### config.mk
export PLATFORM = sky130hd
export DESIGN_NAME = arashi_thread_sched
export DESIGN_NICKNAME = d
export VERILOG_FILES = /design/src/rtl/arashi_thread_sched.sv
export SDC_FILE = /design/constraint.sdc
export NUM_CORES = 1
export LEC_CHECK = 0
export CAP_MARGIN = 20
export CELL_PAD_IN_SITES_DETAIL_PLACEMENT = 1
export CELL_PAD_IN_SITES_GLOBAL_PLACEMENT = 1
export CORE_ASPECT_RATIO = 1.5
export CORE_UTILIZATION = 38
export DETAILED_ROUTE_END_ITERATION = 12
export PLACE_DENSITY_LB_ADDON = 0.1
export SYNTH_ARGS = -nofsm -noshare
export SYNTH_HDL_FRONTEND = slang
export SYNTH_SLANG_ARGS = --single-unit
### constraint.sdc
create_clock -name clk -period 2.9 [get_ports clk]
set_clock_uncertainty 0.05 [all_clocks]
set_input_delay 0.725 -clock clk [delete_from_list [all_inputs] [get_ports clk]]
set_output_delay 0.725 -clock clk [all_outputs]
set_load 0.01 [all_outputs]
### src/rtl/arashi_thread_sched.sv
// Per-thread fetch scheduler between the thread arbiter and the cache memory.
// Define ARASHI_SCHED_STATS_EN to add the saturating fetch_cnt/stale_cnt outputs.
module arashi_thread_sched #(
  parameter int DATA_WIDTH       = 32,
  parameter int MEM_WIDTH        = 10,
  parameter int THREAD_NUM_WIDTH = 2,
  parameter int RD_LATENCY       = 2
) (
  input  logic                              clk,
  input  logic                              rstn,
  input  logic                              start,
  input  logic [THREAD_NUM_WIDTH-1:0]       start_tid,
  input  logic [MEM_WIDTH-1:0]              start_pc,
  output logic                              start_err,
  output logic [(1<<THREAD_NUM_WIDTH)-1:0]  avail,
  input  logic [THREAD_NUM_WIDTH-1:0]       toread,
  input  logic                              rcache,
  output logic                              ren,
  output logic [MEM_WIDTH-1:0]              raddr,
  output logic [THREAD_NUM_WIDTH-1:0]       rtid,
  input  logic [DATA_WIDTH-1:0]             rdata,
  output logic                              word_valid,
  output logic [THREAD_NUM_WIDTH-1:0]       word_tid,
  output logic [DATA_WIDTH-1:0]             word_data,
  output logic                              done,
  output logic [THREAD_NUM_WIDTH-1:0]       done_tid
`ifdef ARASHI_SCHED_STATS_EN
  ,
  output logic [31:0]                       fetch_cnt,
  output logic [31:0]                       stale_cnt
`endif
);

  localparam int THREAD_NUM = 1 << THREAD_NUM_WIDTH;

  typedef enum logic [1:0] {IDLE, READY, PEND} state_e;

  state_e                      state_q [THREAD_NUM];
  state_e                      state_d [THREAD_NUM];
  logic [MEM_WIDTH-1:0]        pc_q    [THREAD_NUM];
  logic [MEM_WIDTH-1:0]        pc_d    [THREAD_NUM];
  logic                        ren_q, ren_d;
  logic [MEM_WIDTH-1:0]        raddr_q, raddr_d;
  logic [THREAD_NUM_WIDTH-1:0] rtid_q, rtid_d;
  logic [RD_LATENCY-1:0]       pvalid_q, pvalid_d;
  logic [THREAD_NUM_WIDTH-1:0] ptid_q [RD_LATENCY];
  logic [THREAD_NUM_WIDTH-1:0] ptid_d [RD_LATENCY];
  logic                        word_valid_q, word_valid_d;
  logic [THREAD_NUM_WIDTH-1:0] word_tid_q, word_tid_d;
  logic [DATA_WIDTH-1:0]       word_data_q, word_data_d;
  logic                        done_q, done_d;
  logic [THREAD_NUM_WIDTH-1:0] done_tid_q, done_tid_d;
  logic                        start_err_q, start_err_d;

  logic                        grant;
  logic                        ret_valid;
  logic                        ret_halt;
  logic [THREAD_NUM_WIDTH-1:0] ret_tid;

  // A grant for a thread that is not READY is a stale arbiter decision and is dropped.
  assign grant     = rcache && (state_q[toread] == READY);
  assign ret_valid = pvalid_q[RD_LATENCY-1];
  assign ret_tid   = ptid_q[RD_LATENCY-1];
  assign ret_halt  = rdata[DATA_WIDTH-1];

  always_comb begin
    state_d      = state_q;
    pc_d         = pc_q;
    ptid_d       = ptid_q;
    ren_d        = grant;
    raddr_d      = raddr_q;
    rtid_d       = rtid_q;
    start_err_d  = 1'b0;
    word_valid_d = ret_valid;
    word_tid_d   = word_tid_q;
    word_data_d  = word_data_q;
    done_d       = ret_valid && ret_halt;
    done_tid_d   = done_tid_q;

    if (grant) begin
      state_d[toread] = PEND;
      pc_d[toread]    = pc_q[toread] + MEM_WIDTH'(1);
      raddr_d         = pc_q[toread];
      rtid_d          = toread;
    end

    if (start) begin
      if (state_q[start_tid] == IDLE) begin
        state_d[start_tid] = READY;
        pc_d[start_tid]    = start_pc;
      end else begin
        start_err_d = 1'b1;
      end
    end

    // The pipeline tail lines up with rdata, so the returning thread is resolved here.
    if (ret_valid) begin
      state_d[ret_tid] = ret_halt ? IDLE : READY;
      word_tid_d       = ret_tid;
      word_data_d      = rdata;
      if (ret_halt) begin
        done_tid_d = ret_tid;
      end
    end

    pvalid_d[0] = ren_q;
    ptid_d[0]   = rtid_q;
    for (int i = 1; i < RD_LATENCY; i++) begin
      pvalid_d[i] = pvalid_q[i-1];
      ptid_d[i]   = ptid_q[i-1];
    end

    for (int i = 0; i < THREAD_NUM; i++) begin
      avail[i] = (state_q[i] == READY);
    end
  end

  always_ff @(posedge clk) begin
    if (!rstn) begin
      for (int i = 0; i < THREAD_NUM; i++) begin
        state_q[i] <= IDLE;
        pc_q[i]    <= '0;
      end
      for (int i = 0; i < RD_LATENCY; i++) begin
        ptid_q[i] <= '0;
      end
      pvalid_q     <= '0;
      ren_q        <= 1'b0;
      raddr_q      <= '0;
      rtid_q       <= '0;
      word_valid_q <= 1'b0;
      word_tid_q   <= '0;
      word_data_q  <= '0;
      done_q       <= 1'b0;
      done_tid_q   <= '0;
      start_err_q  <= 1'b0;
    end else begin
      state_q      <= state_d;
      pc_q         <= pc_d;
      ptid_q       <= ptid_d;
      pvalid_q     <= pvalid_d;
      ren_q        <= ren_d;
      raddr_q      <= raddr_d;
      rtid_q       <= rtid_d;
      word_valid_q <= word_valid_d;
      word_tid_q   <= word_tid_d;
      word_data_q  <= word_data_d;
      done_q       <= done_d;
      done_tid_q   <= done_tid_d;
      start_err_q  <= start_err_d;
    end
  end

  assign ren        = ren_q;
  assign raddr      = raddr_q;
  assign rtid       = rtid_q;
  assign word_valid = word_valid_q;
  assign word_tid   = word_tid_q;
  assign word_data  = word_data_q;
  assign done       = done_q;
  assign done_tid   = done_tid_q;
  assign start_err  = start_err_q;

`ifdef ARASHI_SCHED_STATS_EN
  logic [31:0] fetch_cnt_q;
  logic [31:0] stale_cnt_q;

  // Both counters saturate at all-ones rather than wrapping.
  always_ff @(posedge clk) begin
    if (!rstn) begin
      fetch_cnt_q <= '0;
      stale_cnt_q <= '0;
    end else begin
      if (grant && (fetch_cnt_q != '1)) begin
        fetch_cnt_q <= fetch_cnt_q + 32'd1;
      end
      if (rcache && !grant && (stale_cnt_q != '1)) begin
        stale_cnt_q <= stale_cnt_q + 32'd1;
      end
    end
  end

  assign fetch_cnt = fetch_cnt_q;
  assign stale_cnt = stale_cnt_q;
`endif

endmodule
[Yosys cells after proc, flatten, opt, wreduce, memory -nomap -nowiden]
Cells that the tools add are included.
Word-level totals
  bits in registers: 106
  bits of input ports: 50
  output and inout port bits: 56
  word-level logic and storage cells: 80
Operators by class
  add/sub/neg operators: 1
  magnitude comparators: 6
  eq/ne operators: 5
  muxes and demuxes: 31
  bitwise operators: 9
  reductions and logical operators: 8
Operators with widths (count)
  $mux W40: 3
  $bwmux W40: 2
  $demux W10 S2: 2
  $mux W10: 4
  $mux W8: 4
  $bmux W10 S2: 1
  $mux W2: 7
  $demux W2 S2: 3
  $add A10 B1 Y10 const B: 1
  $eq A2 B1 Y1 const B: 5
  $ge A3 B3 Y1 const B: 3
  $lt A3 B1 Y1 const B: 3
  $not A2 Y3: 3
  $and A4 B4 Y4: 2
  $bmux W2 S2: 2
  $bwmux W8: 1
  $not A4 Y4: 2
  $or A4 B4 Y4: 2
  $logic_and A1 B1 Y1: 5
  $reduce_and A2 Y1: 2
  $logic_not A2 Y1: 1
  $mux W1: 2

[Logic depth before layout (Yosys ltp)]
Gate-level depths: netlist (run 1).
  word-level depth: 13
  gate-level depth with buffers: 9
  gate-level depth less buffers: 6

[Worst setup path after synthesis (run 1)]
OpenSTA, ideal clock, no wires.
  kind: input to register
  from: in toread[0]
  to: reg pc_q[38] (netlist bit)
  library setup time: 0.119 ns
  data arrival time: 2.450 ns
  data required time: 2.731 ns
  setup slack: 0.281 ns
  stages on the path: 9
  path buffers: 3
  cells stage by stage: buf_6 mux4_1 buf_2 ha_1 and3_1 buf_2 a211o_1 nand2_1 o21ai_1
Between the ends
  longest elaborated chain between the ends: 10
  elaborated cells between the ends (all ways): 20
  those cells by class: add/sub (1); order compare (2); eq/ne (1); mux (13); bitwise (1); reduce/logical (2)
RTL lines
  start: declaration: line 16  | input logic [THREAD_NUM_WIDTH-1:0] toread,
  $not A2 Y3 (not written as such) *: line 61, 82
  $bmux W10 S2, or another cell as far along: line 82  | pc_d[toread] = pc_q[toread] + MEM_WIDTH'(1);
  $mux W10 (not written as such), or another cell as far along: line 82
  $mux W10 (not written as such) or $mux W2 (tied branches): line 82, 61
  $add A10 B1 Y10, or another cell as far along: line 82
  $bwmux W40 or $logic_and A1 B1 Y1 (tied branches): line 82, 61
  $mux W40 *: line 80  | if (grant) begin
  $bwmux W40: line 90  | pc_d[start_tid] = start_pc;
  $mux W40: line 88  | if (state_q[start_tid] == IDLE) begin
  $mux W40 *: line 87  | if (start) begin
  end signal: assignment: line 139  | pc_q <= pc_d;
  end: declaration: line 40  | logic [MEM_WIDTH-1:0] pc_q [THREAD_NUM];
Mark *: on every way between the ends. The rest lies on a longest branch, timed or not. The select of a mux whose other input is x is not followed.
A chain may end at the register's enable or synchronous reset.

[Worst setup path after layout (run 1)]
  from: in toread[0]
  to: reg pc_q[8] (netlist bit)
The elaborated chain is that of the path after synthesis.

==> results of run 1 <==
[power groups by stage]
| stage | sequential [uW] | clock (uW) | combinational, uW |
|---|---|---|---|
| after CTS | 1510 | 1340 | 354 |
| after global routing | 1520 | 1410 | 379 |
| after floorplan | 1540 | 0 | 172 |
| after global placement | 1550 | 0 | 342 |
| after detailed placement | 1550 | 0 | 351 |
| final | 1520 | 1310 | 352 |
[synth_stat cells, types with 4 or more instances]
library cell / number / share of area, %
a211o_1: 8 / 1.5
a21oi_1: 19 / 2.0
mux4_2: 5 / 2.4
o32ai_1: 4 / 0.74
buf_2: 7 / 0.74
dfxtp_1: 106 / 45
buf_6: 4 / 0.95
a311oi_1: 4 / 0.74
mux4_1: 5 / 2.8
nor2b_1: 4 / 0.53
nand2b_1: 5 / 0.66
o21ai_1: 8 / 0.84
nor3_1: 10 / 1.1
clkbuf_1: 28 / 2.2
o22ai_1: 12 / 1.6
mux2i_1: 43 / 9.1
o21ai_0: 17 / 1.8
and3_1: 4 / 0.53
nand2_1: 51 / 4.0
nand4_1: 11 / 1.5
a211oi_1: 5 / 0.79
o211ai_1: 14 / 2.2
a22o_1: 4 / 0.74
a22oi_1: 8 / 1.3
nor2_1: 69 / 5.5
and2_1: 9 / 1.2
nand3_1: 18 / 1.9
o21a_1: 4 / 0.63
[layout make-up]
type                    instances  area, sq um
clock buffers                   9        225.2
fillers                      1353         5632
multi-input cells             364         2377
well taps                     153        191.4
flip-flops and latches        106         2123
inverters                       4        15.01
repair buffers                149         1419
clock inverters                 7        95.09
[registers in the layout (all words and copies together) (netlist names)]
| name | cells |
|---|---|
| start_err | 1 |
| word_tid | 2 |
| ret_tid | 2 |
| pc_q | 40 |
| ren | 1 |
| ptid_d | 2 |
| word_valid | 1 |
| word_data | 32 |
| rtid | 2 |
| state_q | 8 |
| raddr | 10 |
| done | 1 |
| pvalid_q | 2 |
| done_tid | 2 |
[per-stage QoR]
stage	setup TNS, ns	instance area (sq um)	instances	util [%]	hold slack (ns)
detailed placement	-4.328	6126	776	50.72	0.3866
global placement	-3.122	6126	776	50.72	0.3699
finish	0	6446	792	53.37	0.3928
global route	0	6446	792	53.37	0.4158
floorplan	0	4746	518	-	0.3619
CTS	0	6446	792	53.37	0.4031
[worst max-delay path: cells and delay by family]
kind	cells	cell delay, ns
adder cells (fa/ha/maj)	1	0.27
AND/OR/NAND/NOR	2	0.30
buffers and inverters	2	0.64
AO/OA/AOI/OAI	2	0.37
multiplexers	1	0.62
[cell families after synthesis]
| logic type | count (synthesis) | synth area share (%) |
|---|---|---|
| flip-flops | 106 | 44.71 |
| buffers and inverters | 48 | 5.193 |
| multiplexers | 53 | 14.21 |
| AND/OR/NAND/NOR | 195 | 19.40 |
| adder cells (fa/ha/maj) | 1 | 0.2636 |
| AO/OA/AOI/OAI | 110 | 15.29 |
| XOR/XNOR | 5 | 0.9229 |
[worst paths after layout]
check / slack, ns / cells after the start / end
worst max register to register: 0.87 / 5 / pc_q[9]
worst min-delay path: 0.39 / 1 / pvalid_q[1]
worst max-delay path: 0.17 / 8 / pc_q[8]
worst min register to register: 0.39 / 1 / pvalid_q[1]
[metal layers]
layer	up-vias	part of all wire, %	wire, microns	track usage, %
li1	2097	-	-	-
met1	2180	38	6078	26.99
met2	129	53	8403	45.20
met3	33	5.5	884	6.853
met4	0	3.7	595	12.06
met5	-	0	0	0
==> impl_metrics.ini, run 1 <==
[clocking]
h-tree-depth = 3
cts.sink_count = 106
hold_buffers = 0
cts_resized = 0
tritoncts = built
cts_root_buf = clkbuf_16
cts_buffers = 9
post_cts_buffers = 0
clkLatencyLatePin_ns = 0.35
cts_buffer_depth = 2
clk_pin_slew_ns = 0.07

[logic_synthesis]
postSynthCellCount = 518
syn_area_per_cell_sq_um = 9.162
ys_ff_latch = 106
synth_cell_types = 48
ys_warn_count = 0
synth-seq-area-share_pct = 44.71
synth.net_count = 569
syn-cell-area_sq_um = 4746
synthArstFlopShare_pct = 0
synth_edf_count = 0
ys.flop_type = dfxtp_1

[layout]
area_growth_pct = 35.83
drive_gt1_share_pct = 11.11
nNetsFinal = 685
final_cell_mix = dfxtp_1, clkdlybuf4s50_1, nor2_1
n_antenna_cell = 0

[grt]
overflow = 0
grt_antenna_before_repair = 0
grt_first_pass_wirelength_microns = 25160
grt_pass1_vias = 4775
track_usage_pct = 25.30
grt_max_degree = 60

[drt]
route.detailed.drc = 0
antenna_left = 0
drt-initial-drc-count = 245
wl_microns = 15960
post_drt_via_cell_ratio = 5.605
post_drt_wl_per_cell_microns = 20.15
first_pass_iters = 4
dr_total_vias = 4439

[sta]
setup_viol_count_final = 0
fin_ws_ns = 0.1676
rsz0062_at_grt = false
timing.fmax_mhz = 366.0
period_minus_slack_ns = 2.732
worst_pin_slew_ns = 0.5693
slew_headroom_pct = 62.04
hold_viol = 0
slew_violations = 0
timing.final.crit_share_pct = 94.22

[power_and_ir_drop]
power.density_nw_per_um2 = 493.6
p_comb_share_pct = 11.1
p_sw_share_pct = 25.76
vdd.ir_drop.worst_uv = 307.3
p_total_uw = 3182
power_frac_clock_pct = 41.3
power_switching_uw = 819.6
p_leak_uw = 0.002426
seqPwrFrac_pct = 47.6
p_int_uw = 2362

[placed_design]
dpl.hpwl_microns = 11600
globalplace.congestion = 0.8133
port_buffers = 105
pre_cts_ws_ns = -0.1791

[floorplanning]
die_width_microns = 93.25
die_h_microns = 138.9
start_util_pct = 39.29
coreArea_sq_um = 12080
rows = 49
dieArea_sq_um = 12950
num_io_pins = 106

[setup_path]
crit_path_cell_trace = clkdlybuf4s50_1, buf_4, mux4_1, ha_1, and3_1, a211o_1, nand2_1, o21ai_1
cp_slowest_stage_delay_ns = 0.62
crit_type = input pin to register
crit_path_start_kind = input pin
startpoint = toread[0]
critical_path.max_fanout = 7
end_kind = register
timing.rr.start = pc_q[23]
crit_required_ns = 3.09
worst_ep_arrival_time_ns = 2.92
slowest_stage = mux4_1

[worst_hold_path]
hold_path.class = register to register
min_from = pvalid_q[0]

[job]
drv_cap = 0

[status]
status = complete, no violations
Note: power is estimated with default switching activity, not from simulation.
==> run 2, diff against run 1 <==
--- a/config.mk
+++ b/config.mk
@@ -10,6 +10,7 @@
 export CELL_PAD_IN_SITES_GLOBAL_PLACEMENT = 1
 export CORE_ASPECT_RATIO = 1.5
 export CORE_UTILIZATION = 38
+export CTS_CLUSTER_SIZE = 16
 export DETAILED_ROUTE_END_ITERATION = 12
 export PLACE_DENSITY_LB_ADDON = 0.1
 export SYNTH_ARGS = -nofsm -noshare
==> results of run 2 <==
No change in the layout: final DEF, timing and power equal those of run 1.
==> run 3, diff against run 2 <==
--- a/config.mk
+++ b/config.mk
@@ -5,11 +5,12 @@
 export SDC_FILE = /design/constraint.sdc
 export NUM_CORES = 1
 export LEC_CHECK = 0
+export ABC_AREA = 1
 export CAP_MARGIN = 20
 export CELL_PAD_IN_SITES_DETAIL_PLACEMENT = 1
 export CELL_PAD_IN_SITES_GLOBAL_PLACEMENT = 1
 export CORE_ASPECT_RATIO = 1.5
-export CORE_UTILIZATION = 38
+export CORE_UTILIZATION = 39
 export CTS_CLUSTER_SIZE = 16
 export DETAILED_ROUTE_END_ITERATION = 12
 export PLACE_DENSITY_LB_ADDON = 0.1
==> constraint.sdc (replaced) <==
create_clock -name clk -period 3.4 [get_ports clk]
set_clock_uncertainty 0.05 [all_clocks]
set_input_delay 0.85 -clock clk [delete_from_list [all_inputs] [get_ports clk]]
set_output_delay 0.85 -clock clk [all_outputs]
set_load 0.01 [all_outputs]
==> impl_metrics.ini, run 3 <==
[status]
status = complete, no violations

[floorplanning]
rows = 50
num_io_pins = 106
dieArea_sq_um = 13230
start_util_pct = 40.00
die_width_microns = 94.26
die_h_microns = 140.4
coreArea_sq_um = 12450

[sta]
slew_headroom_pct = 35.40
period_minus_slack_ns = 2.998
fin_hold_ws_ns = 0.3747
totalNegativeSetupSlack_ns = 0
setup_viol_count_final = 0
timing.fmax_mhz = 333.5
worst_pin_slew_ns = 0.9679
rsz0062_at_grt = false
slew_violations = 0
hold_viol = 0
timing.final.crit_share_pct = 88.19
fin_ws_ns = 0.4016

[grt]
track_usage_pct = 27.99
grt_pass1_vias = 5468
grt_first_pass_wirelength_microns = 28010
overflow = 0
grt_antenna_before_repair = 0
grt_max_degree = 41

[logic_synthesis]
synth_cell_types = 39
ys.flop_type = dfxtp_1
syn_area_per_cell_sq_um = 7.044
synth.area.top_cells = dfxtp_1, nand2_1, o21ai_0, nor2_1, a21oi_1
ys_warn_count = 0
postSynthCellCount = 707
yosysTopAreaCell = dfxtp_1
syn-cell-area_sq_um = 4980
yosysTopAreaCellShare_pct = 42.61
ys_ff_latch = 106
synthArstFlopShare_pct = 0
synth_edf_count = 0
synth-seq-area-share_pct = 42.61
synth.net_count = 758
synthTopCellsByCount = nand2_1, dfxtp_1, nor2_1
yosysMostFrequentCell = nand2_1

[drt]
route.detailed.drc = 0
dr_total_vias = 5166
drt-initial-drc-count = 166
antenna_left = 0
wl_microns = 17640
post_drt_via_cell_ratio = 5.320
post_drt_wl_per_cell_microns = 18.17
first_pass_iters = 4

[placed_design]
globalplace.congestion = 0.9040
port_buffers = 105
dpl_cell_area_sq_um = 6188
pre_cts_ws_ns = 0.1114
dpl.hpwl_microns = 12640

[clocking]
cts_buffers = 9
clk_pin_slew_ns = 0.07
hold_buffers = 0
tritoncts = built
cts_buffer_depth = 2
h-tree-depth = 3
post_cts_buffers = 0
cts_root_buf = clkbuf_16
cts.sink_count = 106
clkLatencyLatePin_ns = 0.36
cts_resized = 0

[setup_path]
crit_path_start_kind = input pin
worst_path_most_repeated_cell = nand2_1
crit_type = input pin to register
slowest_stage = clkdlybuf4s50_1
startpoint = toread[0]
timing.rr.start = state_q[5]
critical_path.max_fanout = 12
worst_ep_arrival_time_ns = 3.20
end_kind = register
crit_required_ns = 3.60
crit_path_cell_trace = clkdlybuf4s50_1, buf_4, nand2_1, nand2_1, nand2_1, nand2_1, nand3_1, nor2_1, nand3_1, nand3_1, a21oi_1
cp_slowest_stage_delay_ns = 0.77

[layout]
layout_commonest_cell = nand2_1
nNetsFinal = 862
n_antenna_cell = 0
finalInstanceArea_sq_um = 6515
post-route-util_pct = 52.33
drive_gt1_share_pct = 10.18
area_growth_pct = 30.83
regMostFlops = pc_q
largest_register_ffs = 40
final_cell_mix = nand2_1, dfxtp_1, clkdlybuf4s50_1

[power_and_ir_drop]
vdd.ir_drop.worst_uv = 318.9
power.density_nw_per_um2 = 435.7
p_leak_uw = 0.002827

[worst_hold_path]
min_from = ptid_d[0]
hold_path.class = register to register

[job]
drv_cap = 0
==> run 3: changes by cell type in the layout (fill, tap and decap cells not counted), moves of 31 or more <==
cell	delta
nand2_1	+106
mux2i_1	-43
nor2_1	+31
o21ai_0	+67
inv_1	+47
a21oi_1	+53
==> run 3: cell families (layout without fill, tap and decap cells) <==
| logic type | after synthesis | count (layout) | synth area share, % |
|---|---|---|---|
| compound gates | 168 | 168 | 17.59 |
| fa+ha+maj | 1 | 1 | 0.2512 |
| simple gates | 338 | 338 | 30.80 |
| xor+xnor | 1 | 1 | 0.3267 |
| buf+inv | 93 | 201 | 8.417 |
| flops | 106 | 106 | 42.61 |
==> run 3: worst paths after layout <==
kind / cells past startpoint / to / slack (ns)
hold / removal: 2 / ret_tid[0] / 0.37
setup / recovery: 11 / pc_q[29] / 0.40
setup reg to reg: 11 / pc_q[13] / 1.28
hold reg to reg: 2 / ret_tid[0] / 0.37
==> run 3: final cells by class <==
type	instances	area, sq um
Clock buffer	10	239.0
Clock inverter	5	87.58
Inverter	59	221.5
Timing Repair Buffer	127	1211
Tap cell	156	195.2
Sequential cell	106	2122
Multi-Input combinational cell	508	2439
Fill cell	1600	5934
==> run 3: where the power goes <==
group          internal [uW]  switching (uW)  leakage [uW]
sequential              1280            26.8      0.000860
clock                    669             504      0.000157
combinational            151             205       0.00181
==> run 3: metrics by stage <==
step | instances | power (uW)
2_1_floorplan | 707 | 1524
3_3_place_gp | 956 | 1678
3_5_place_dp | 956 | 1691
4_1_cts | 971 | 2860
5_1_grt | 971 | 2942
6_report | 971 | 2839
==> run 3: routing by layer <==
metal / GRT usage (%) / vias up / share of wire [%]
met5: 0 / - / 0
li1: - / 2494 / -
met3: 7.112 / 46 / 5.4
met1: 28.97 / 2464 / 38
met4: 14.41 / 0 / 4.1
met2: 50.65 / 162 / 52
==> run 3: critical path, delay by kind of cell <==
kind / cells / cell delay [ns]
AOI/OAI and AO/OA: 1 / 0.07
buffers and inverters: 2 / 1.07
and+or+nand+nor: 8 / 1.19
==> RTL change (settings of run 3) <==
Change the parameter `THREAD_NUM_WIDTH` from 2 to 4.
--- a/src/rtl/arashi_thread_sched.sv
+++ b/src/rtl/arashi_thread_sched.sv
@@ -3,7 +3,7 @@
 module arashi_thread_sched #(
   parameter int DATA_WIDTH       = 32,
   parameter int MEM_WIDTH        = 10,
-  parameter int THREAD_NUM_WIDTH = 2,
+  parameter int THREAD_NUM_WIDTH = 4,
   parameter int RD_LATENCY       = 2
 ) (
   input  logic                              clk,
Interface: changed (6 resized); port bits go from 106 to 128. No check against the original RTL was run, so the function may have changed too.
==> RTL change against run 3 <==
Synthesized cell count increased to 3.0 times the old value. Via count increased to 3.1 times the old value. Setup slack got worse by 180 ps. Synthesized area increased to 2.7 times the old value. Routed wire length increased to 3.7 times the old value. Power increased to 2.5 times the old value. Sequential cell count increased by 154. Final area increased to 2.7 times the old value. Register-to-register slack got worse by 240 ps. First-iteration DRC count increased to 6.0 times the old value. Largest power group is now clock.
==> RTL change: results (changes against run 3) <==
Outcome = completed
Crit path arrival time = 3630 ps (+430 ps)
Synth async-reset ratio = 0% (unchanged)
DR WL/cell = 22.9 um (+26%)
Crit-path max FO = 19 (+7)
H-tree depth = 1 (-2)
Synth Net Count = 2188 (+190%)
Post-CTS Setup Inserts = 0 (unchanged)
Post-cts resize count = 0 (unchanged)
Min-Delay Path Class = reg -> reg
Fin nets = 2400 (+180%)
Vias in the first global route = 16795 (+210%)
Most frequent cells after synthesis = nand2_1 (614), a21oi_1 (265), dfxtp_1 (260), nand3_1 (208), o21ai_0 (189)
Dpl hpwl = 46100 um (+260%)
Yosys warning count = 0 (unchanged)
Worst skew pair latency = 580 ps (+220 ps)
Layout cells sized above 1 = 12.0% (+1.8 points)
Mux share of post-synthesis cell area = 0% (unchanged)
Post-synthesis compound-gate area fraction = 18.9% (+1.3 points)
Initial antenna violation count = 0 (unchanged)
Static Leak = 7.64 nW (+170%)
Synth Area in XOR/XNOR = 0% (-0.33 points)
Iteration-0 DRC Markers = 988 (+500%)
Crit-path slowest cell = clkdlybuf4s50_1
I/O Buffers = 127 (+21%)
Max_slew headroom = 29.7% (-5.7 points)
Clk slew on worst S/H paths = 60 ps
Peak supply drop = 0.341 mV (+6.9%)
Most flop-heavy register = pc_q
Vias = 16234 (+210%)
Seq/Total Area, Yosys = 38.1% (-4.6 points)
Clock Tree Root = clkbuf_16
Synth area leaders = dfxtp_1 (38%), nand2_1 (17%), a21oi_1 (9.7%)
Num CTS Buffers = 28 (+19)
Placed Cells = 2782 (+190%)
Diodes inserted = 0 (unchanged)
Pre-CTS setup slack = -289 ps (-401 ps)
GP Congestion = 0.982 (+8.6%)
Vias/cell = 5.73 (+7.8%)
Top delay family on crit path = simple AND/OR/NAND/NOR gates
Syn avg cell area = 6.41 um2 (-9.0%)
Dominant synthesized flop cell = dfxtp_1
Pre-Repair DR Iteration Count = 5 (+1)
Gr usage total = 36.4% (+8.4 points)
Area share of fa/ha/maj cells after synthesis = 0.0915% (-0.16 points)
Largest net degree at the start of global routing = 112 (+170%)
First-pass GRT wire length = 98700 um (+250%)
Max clock buf depth = 3 (+1)
Worst path max stage delay = 570 ps (-200 ps)
Largest register FFs = 160 (+300%)
Netlist cell types = 31 (-21%)
RTL change: changes by cell type after synthesis, moves of 32 or more:
cell / before / now
o21ai_0: 84 / 189
buf_2: 8 / 40
a21oi_1: 72 / 265
clkbuf_1: 16 / 63
inv_1: 50 / 178
dfxtp_1: 106 / 260
nand2_1: 157 / 614
nor2_1: 100 / 161
nand3_1: 46 / 208
RTL change: report_power, final:
part           switching (mW)  leakage, nW  internal (mW)
clock                    1.36        0.481           1.92
sequential             0.0339         2.10           3.10
combinational           0.516         5.06          0.298
RTL change: per-stage QoR:
stage               power (mW)  hold slack [ps]  setup TNS, ps  area, um2
finish                    7.24              363              0      17800
detailed placement        4.00              352         -23460      16900
floorplan                 3.57              340              0      13700
global route              7.43              382              0      17800
global placement          3.98              349         -10340      16900
CTS                       7.26              367              0      17800
RTL change: final cells by class:
| type | instances | area [um2] |
|---|---|---|
| well taps | 467 | 584 |
| inverters | 186 | 698 |
| flip-flops and latches | 260 | 5200 |
| clock buffers | 39 | 833 |
| multi-input cells | 1551 | 7070 |
| clock inverters | 10 | 129 |
| repair buffers | 318 | 3300 |
| fillers | 4531 | 16500 |
RTL change: final timing paths:
path	slack, ps	cells after the start	from	endpoint
setup / recovery	220	16	toread[1]	pc_q[42]
hold / removal	360	2	ptid_d[3]	ret_tid[3]
setup reg to reg	1040	17	pc_q[71]	pc_q[42]
hold reg to reg	360	2	ptid_d[3]	ret_tid[3]
RTL change: per-layer routing:
layer,track usage [%],wire [um],up-vias
li1,-,-,7370
met1,40.5,23800,7813
met2,62.2,31000,761
met3,5.14,4430,290
met4,28.6,5710,0
met5,0,0,-
RTL change: worst min-delay path: cells and delay by family, from the launching register on:
family        cells  cell delay [ps]
flops             1              300
simple gates      1               50
buf+inv           1               40
